File: src/rtl/spi_jstk_pkg.sv
// Shared types and helpers for the SPI joystick responder: frame constants,
// FSM state encoding and the report builder.
package spi_jstk_pkg;

    localparam int          FRAME_BITS_DEF = 40;
    localparam int          REPORT_BITS    = 40;
    localparam logic [5:0]  CMD_PREFIX     = 6'b100000;

    typedef enum logic [1:0] {
        ST_IDLE  = 2'd0,
        ST_SHIFT = 2'd1,
        ST_DONE  = 2'd2
    } state_t;

    // Byte 0 (first on the wire) sits in the top byte of the report.
    function automatic logic [REPORT_BITS-1:0] build_report(
        input logic [9:0] x,
        input logic [9:0] y,
        input logic [2:0] btn
    );
        return {x[7:0], 6'b0, x[9:8], y[7:0], 6'b0, y[9:8], 5'b0, btn};
    endfunction

endpackage

File: src/rtl/spi_sync_edge.sv
// Multi-flop synchronizer with registered rise/fall pulses; a pin edge shows
// up as a one-cycle pulse STAGES+1 clocks later. No backpressure.
module spi_sync_edge #(
    parameter int   STAGES  = 2,
    parameter logic RST_VAL = 1'b0
) (
    input  logic clk_i,
    input  logic rst_ni,
    input  logic d_i,
    output logic rise_o,
    output logic fall_o
);

    logic [STAGES-1:0] sync_q;
    logic              prev_q;
    logic              rise_q;
    logic              fall_q;

    // Reset to the line's idle level so releasing reset never fakes an edge.
    always_ff @(posedge clk_i or negedge rst_ni) begin
        if (!rst_ni) begin
            sync_q <= {STAGES{RST_VAL}};
            prev_q <= RST_VAL;
            rise_q <= 1'b0;
            fall_q <= 1'b0;
        end else begin
            sync_q <= {sync_q[STAGES-2:0], d_i};
            prev_q <= sync_q[STAGES-1];
            rise_q <= sync_q[STAGES-1] & ~prev_q;
            fall_q <= ~sync_q[STAGES-1] & prev_q;
        end
    end

    assign rise_o = rise_q;
    assign fall_o = fall_q;

endmodule

File: src/rtl/spi_jstk_responder.sv
// Oversampled SPI mode-0 slave emulating the joystick: 40-bit command in, 40-bit
// position/button report out; SPI_JSTK_FRAME_CHECK_EN adds length checking and frame_err.
module spi_jstk_responder #(
    parameter int FRAME_BITS  = spi_jstk_pkg::FRAME_BITS_DEF,
    parameter int SYNC_STAGES = 2
) (
    input  logic       clk50M,
    input  logic       rst_n,
    input  logic       cs,
    input  logic       sck,
    input  logic       mosi,
    output logic       miso,
    input  logic [9:0] x_pos,
    input  logic [9:0] y_pos,
    input  logic [2:0] buttons,
    output logic [1:0] led,
    output logic       cmd_valid,
    output logic       frame_err
);
    import spi_jstk_pkg::*;

    logic                   cs_rise, cs_fall, sck_rise, sck_fall;
    logic [SYNC_STAGES-1:0] mosi_sync_q;
    logic                   mosi_s;

    spi_sync_edge #(.STAGES(SYNC_STAGES), .RST_VAL(1'b1)) u_cs_sync (
        .clk_i(clk50M), .rst_ni(rst_n), .d_i(cs), .rise_o(cs_rise), .fall_o(cs_fall)
    );

    spi_sync_edge #(.STAGES(SYNC_STAGES), .RST_VAL(1'b0)) u_sck_sync (
        .clk_i(clk50M), .rst_ni(rst_n), .d_i(sck), .rise_o(sck_rise), .fall_o(sck_fall)
    );

    always_ff @(posedge clk50M or negedge rst_n) begin
        if (!rst_n) mosi_sync_q <= '0;
        else        mosi_sync_q <= {mosi_sync_q[SYNC_STAGES-2:0], mosi};
    end
    assign mosi_s = mosi_sync_q[SYNC_STAGES-1];

    state_t                 state_q, state_d;
    logic [REPORT_BITS-1:0] tx_q, tx_d, rx_q, rx_d;
    logic [5:0]             cnt_q, cnt_d;
    logic                   miso_q, miso_d;
    logic [1:0]             led_q, led_d;
    logic                   cmd_valid_q, cmd_valid_d;
    logic                   pend_q, pend_d;
    logic                   cmd_ok;
`ifdef SPI_JSTK_FRAME_CHECK_EN
    logic                   frame_err_q, frame_err_d;

    assign cmd_ok = (rx_q[39:34] == CMD_PREFIX) && (cnt_q == 6'(FRAME_BITS));
`else
    assign cmd_ok = (rx_q[39:34] == CMD_PREFIX);
`endif

    always_comb begin
        state_d     = state_q;
        tx_d        = tx_q;
        rx_d        = rx_q;
        cnt_d       = cnt_q;
        miso_d      = miso_q;
        led_d       = led_q;
        cmd_valid_d = 1'b0;
        pend_d      = 1'b0;
`ifdef SPI_JSTK_FRAME_CHECK_EN
        frame_err_d = 1'b0;
`endif
        case (state_q)
            ST_IDLE: begin
                miso_d = 1'b0;
                if (cs_fall || pend_q) begin
                    tx_d    = build_report(x_pos, y_pos, buttons);
                    miso_d  = tx_d[REPORT_BITS-1];
                    rx_d    = '0;
                    cnt_d   = '0;
                    state_d = ST_SHIFT;
                end
            end
            ST_SHIFT: begin
                // Frame is judged on the way into DONE so the pulse occupies the DONE cycle.
                if (cs_rise) begin
                    state_d = ST_DONE;
                    if (cmd_ok) begin
                        led_d       = rx_q[33:32];
                        cmd_valid_d = 1'b1;
                    end else begin
`ifdef SPI_JSTK_FRAME_CHECK_EN
                        frame_err_d = 1'b1;
`endif
                    end
                end else begin
                    if (sck_rise) begin
                        rx_d  = {rx_q[REPORT_BITS-2:0], mosi_s};
                        cnt_d = (cnt_q == 6'd63) ? cnt_q : cnt_q + 6'd1;
                    end
                    if (sck_fall) begin
                        tx_d   = {tx_q[REPORT_BITS-2:0], 1'b0};
                        miso_d = (cnt_q >= 6'(FRAME_BITS)) ? 1'b0 : tx_d[REPORT_BITS-1];
                    end
                end
            end
            ST_DONE: begin
                miso_d  = 1'b0;
                pend_d  = cs_fall;
                state_d = ST_IDLE;
            end
            default: state_d = ST_IDLE;
        endcase
    end

    always_ff @(posedge clk50M or negedge rst_n) begin
        if (!rst_n) begin
            state_q     <= ST_IDLE;
            tx_q        <= '0;
            rx_q        <= '0;
            cnt_q       <= '0;
            miso_q      <= 1'b0;
            led_q       <= 2'b00;
            cmd_valid_q <= 1'b0;
            pend_q      <= 1'b0;
        end else begin
            state_q     <= state_d;
            tx_q        <= tx_d;
            rx_q        <= rx_d;
            cnt_q       <= cnt_d;
            miso_q      <= miso_d;
            led_q       <= led_d;
            cmd_valid_q <= cmd_valid_d;
            pend_q      <= pend_d;
        end
    end

`ifdef SPI_JSTK_FRAME_CHECK_EN
    always_ff @(posedge clk50M or negedge rst_n) begin
        if (!rst_n) frame_err_q <= 1'b0;
        else        frame_err_q <= frame_err_d;
    end
    assign frame_err = frame_err_q;
`else
    assign frame_err = 1'b0;
`endif

    assign miso      = miso_q;
    assign led       = led_q;
    assign cmd_valid = cmd_valid_q;

endmodule

File: config.mk
export PLATFORM = sky130hd
export DESIGN_NAME = spi_jstk_responder
export DESIGN_NICKNAME = d
export VERILOG_FILES = /design/src/rtl/spi_jstk_pkg.sv /design/src/rtl/spi_sync_edge.sv /design/src/rtl/spi_jstk_responder.sv
export SDC_FILE = /design/constraint.sdc
export NUM_CORES = 1
export LEC_CHECK = 0
export ABC_AREA = 1
export CORE_MARGIN = 5
export CORE_UTILIZATION = 60
export CTS_CLUSTER_DIAMETER = 150
export DETAILED_ROUTE_END_ITERATION = 6
export PLACE_DENSITY = 0.91
export SETUP_SLACK_MARGIN = 0.05
export SYNTH_ARGS = -nofsm -noshare
export SYNTH_HDL_FRONTEND = slang
export SYNTH_HIERARCHICAL = 1
export SYNTH_SLANG_ARGS = --single-unit
File: constraint.sdc
create_clock -name clk50M -period 2.85 [get_ports clk50M]
set_input_delay 0.7125 -clock clk50M [delete_from_list [all_inputs] [get_ports clk50M]]
set_output_delay 0.7125 -clock clk50M [all_outputs]
set_load 0.03 [all_outputs]
==> metrics.md <==
| Metric | Value |
|---|---|
| CTS resizes | `0` |
| Finished Layout Cells | `roughly 600` |
| # clock sinks | `around 100` |
| Drt wl/cell | `12.9 um` |
| Post-synth EDFFs | `0` |
| Leading area contributor after synthesis | `dfrtp_1` |
| Core Rows | `31` |
| Vias/cell | `5.27` |
| Gr usage total | `around a fifth` |
| Setup_tns | `0 ns` |
| Core footprint | `7210 sq um` |
| Gpl congestion | `a little under 0.9` |
| Clk_skew | `~0.012 ns` |
| Gr ovfl total | `0` |
| Total length of routed wires | `7770 um` |
| Tcrit/Tclk final | `85.7%` |
| Gate Count Post-Synth | `between 400 and 500` |
| Area growth, synth to finish | `12.2%` |
| Largest net degree at the start of global routing | `between 70 and 80` |
| Root buf cell | `clkbuf_8` |
| Post-synth top cells | `182 x nand2_1, 101 x dfrtp_1, 55 x o21ai_1, 29 x o21ai_0, 21 x mux2i_1` |
| Critical path class | `reg -> reg` |
| Post-layout util | `a little under 70%` |
| Global-route wire length before repair | `about 14000 um` |
| Buffers on Ports | `31` |
| Met3 routed wirelength | `roughly 270 um` |
| Syn_nets | `515` |
| Slew headroom | `52.3%` |
| Number of global-route vias before repair | `3134` |
| Fin. max-slew vios | `0` |
| Clock tree buffer depth | `2` |
| Final hold vios | `0` |
| Worst Max-Slew Pin Slew | `between 0.7 and 0.8 ns` |
| Worst-Skew Late Latency | `0.37 ns` |
| Num CTS Buffers | `9` |
| TritonCTS clock tree | `built` |
| Max cap viols | `0` |
| Die Wd | `roughly 96 um` |
| Number of instances in the placed design | `approximately 590` |
| CTS H-Tree Depth | `3` |
| Outcome | `complete, no violations` |
| Area share of fa/ha/maj cells after synthesis | `1.70%` |
| Initial antenna violation count | `0` |
| Sequential share of the synthesized area | `around three fifths` |
| Dominant synthesized flop cell | `dfrtp_1` |
| Yosys reg bits | `~100` |
| CP Capture Type | `flop` |
| Post-synth cell types | `28` |
| Min-Delay Path Class | `in -> async` |
| RSZ-0062 raised after global routing | `false` |
| ANT nets after route | `0` |
| Mux contribution to synthesized area | `under 10%` |
| CP max FO | `65` |
| Worst-path clk slew | `roughly 0.10 ns` |
| Compound-gate portion of the synthesized area | `9.89%` |
| Die area | `9200 sq um` |
| Post-Synthesis Cell Area | `about 4400 sq um` |
| Async S/R FF share, synth | `between 90% and 100%` |
| Top-count cell post-synth | `nand2_1` |
| Vias | `approximately 3200` |
| Largest family of logic cells by synthesized area | `simple AND/OR/NAND/NOR gates` |
| Pleak | `~2.2 nW` |
| Fmax | `roughly 0.41 GHz` |
| Simple-gate share of the synthesized area | `19.4%` |
| Drt pass-1 iters | `5` |
| Worst EP arrival | `2.70 ns` |
| Share of the synthesized area in the top cell type | `57.1%` |
| Tmin final | `2.44 ns` |
| Hold Buf Count CTS | `0` |
| Post-Synth XOR/XNOR Area | `0%` |
| I/O pin total | `33` |
| Met2 WL | `approximately 3900 um` |
| Die height | `between 90 and 100 um` |
| Share of cells above drive strength 1 | `roughly 6.7%` |
| Pwr Total | `approximately 4.2 mW` |
| Final setup fails | `0` |
| Average size of a mapped cell | `9.21 sq um` |
| Wl on met1 | `between 3000 and 4000 um` |
| Antenna diodes | `0` |
| Area contributors post-synth | `dfrtp_1 57%, nand2_1 15%, o21ai_1 6.2%` |
| Max VDD drop | `~0.54 mV` |
| Critical Path Source Type | `flop` |
| Starting density of the core | `slightly above 60%` |
| Nets | `534` |
| Synth Warn # | `6` |
| Highest Signal Layer | `met4` |
| P per Cell Area | `between 800 and 900 nW/um^2` |
| Initial DRC count | `172` |
| DRC viols | `0` |
| Detailed placer's ending HPWL | `between 5000 and 6000 um` |
| Worst path required time | `3.11 ns` |
| Setup Buffers After CTS | `0` |
## path summary, 6_finish.rpt
kind                                 from  cells after the start  slack (ns)             end
min in group clk50M        mosi_sync_q[0]                      0        0.37  mosi_sync_q[1]
max in group asynchronous           rst_n                      2        1.79        rx_q[12]
hold reg to reg            mosi_sync_q[0]                      0        0.37  mosi_sync_q[1]
setup reg to reg               state_q[1]                     10        0.41        cnt_q[4]
hold / removal                      rst_n                      1        0.34        tx_q[33]
setup / recovery               state_q[1]                     10        0.41        cnt_q[4]
## layout make-up
class	instances	area, sq um
clock buffers	9	124
clock inverters	7	72.6
fillers	553	2250
inverters	20	77.6
multi-input cells	330	1600
flip-flops and latches	104	2610
well taps	99	124
repair buffers	35	363
## worst max-delay path: stages, from the launching register on
cell and delay, ns:
dfrtp_1 0.42, inv_1 0.13, ha_4 0.37, buf_4 0.61, nand2_1 0.15, nor2_1 0.11, nand2_1 0.08, nand2_1 0.13
nand2_1 0.15, nand2_1 0.10, nand2_1 0.06
## layer usage
metal  up-vias  GRT usage, %
li1       1580             -
met1      1533          25.3
met2        58          32.1
met3        11          4.69
met4         0          6.04
met5         -             0
## state kept, by name, summed over array words and instances, names as in the netlist, 2 cells and up
signal             cells
rx_q                  40
tx_q                  39
cnt_q                  6
led                    2
mosi_sync_q            2
state_q                2
u_cs_sync/sync_q       2
u_sck_sync/sync_q      2
## power by group
| group | switching (mW) | total, mW | internal (mW) |
|---|---|---|---|
| logic | 0.973 | 1.42 | 0.452 |
| registers | 0.149 | 1.87 | 1.72 |
| clock network | 0.535 | 0.880 | 0.345 |
## cells in the final DEF (no fill, tap or decap), drive strengths merged
| cell | count |
|---|---|
| a21oi | 2 |
| buf | 5 |
| clkbuf | 9 |
| clkdlybuf4s50 | 30 |
| clkinv | 2 |
| clkinvlp | 1 |
| conb | 1 |
| dfrtp | 101 |
| dfstp | 3 |
| ha | 6 |
| inv | 24 |
| mux2i | 21 |
| nand2 | 184 |
| nand3 | 7 |
| nand3b | 3 |
| nand4 | 1 |
| nor2 | 18 |
| nor3 | 1 |
| nor3b | 1 |
| o21ai | 84 |
| o21bai | 1 |
## stage by stage
stage / setup WS (ns) / hold slack [ns] / area (sq um)
after floorplan: 1.32 / 0.331 / 4430
after global placement: 0.550 / 0.341 / 4770
after detailed placement: 0.435 / 0.338 / 4770
after CTS: 0.423 / 0.357 / 4970
after global routing: 0.191 / 0.383 / 4970
final: 0.408 / 0.343 / 4970
## cells by family after synthesis
family / Yosys count
compound gates: 87
fa+ha+maj: 6
buf+inv: 47
flops: 104
mux: 21
other cells: 1
simple gates: 215
(Power assumes the default switching activity.)
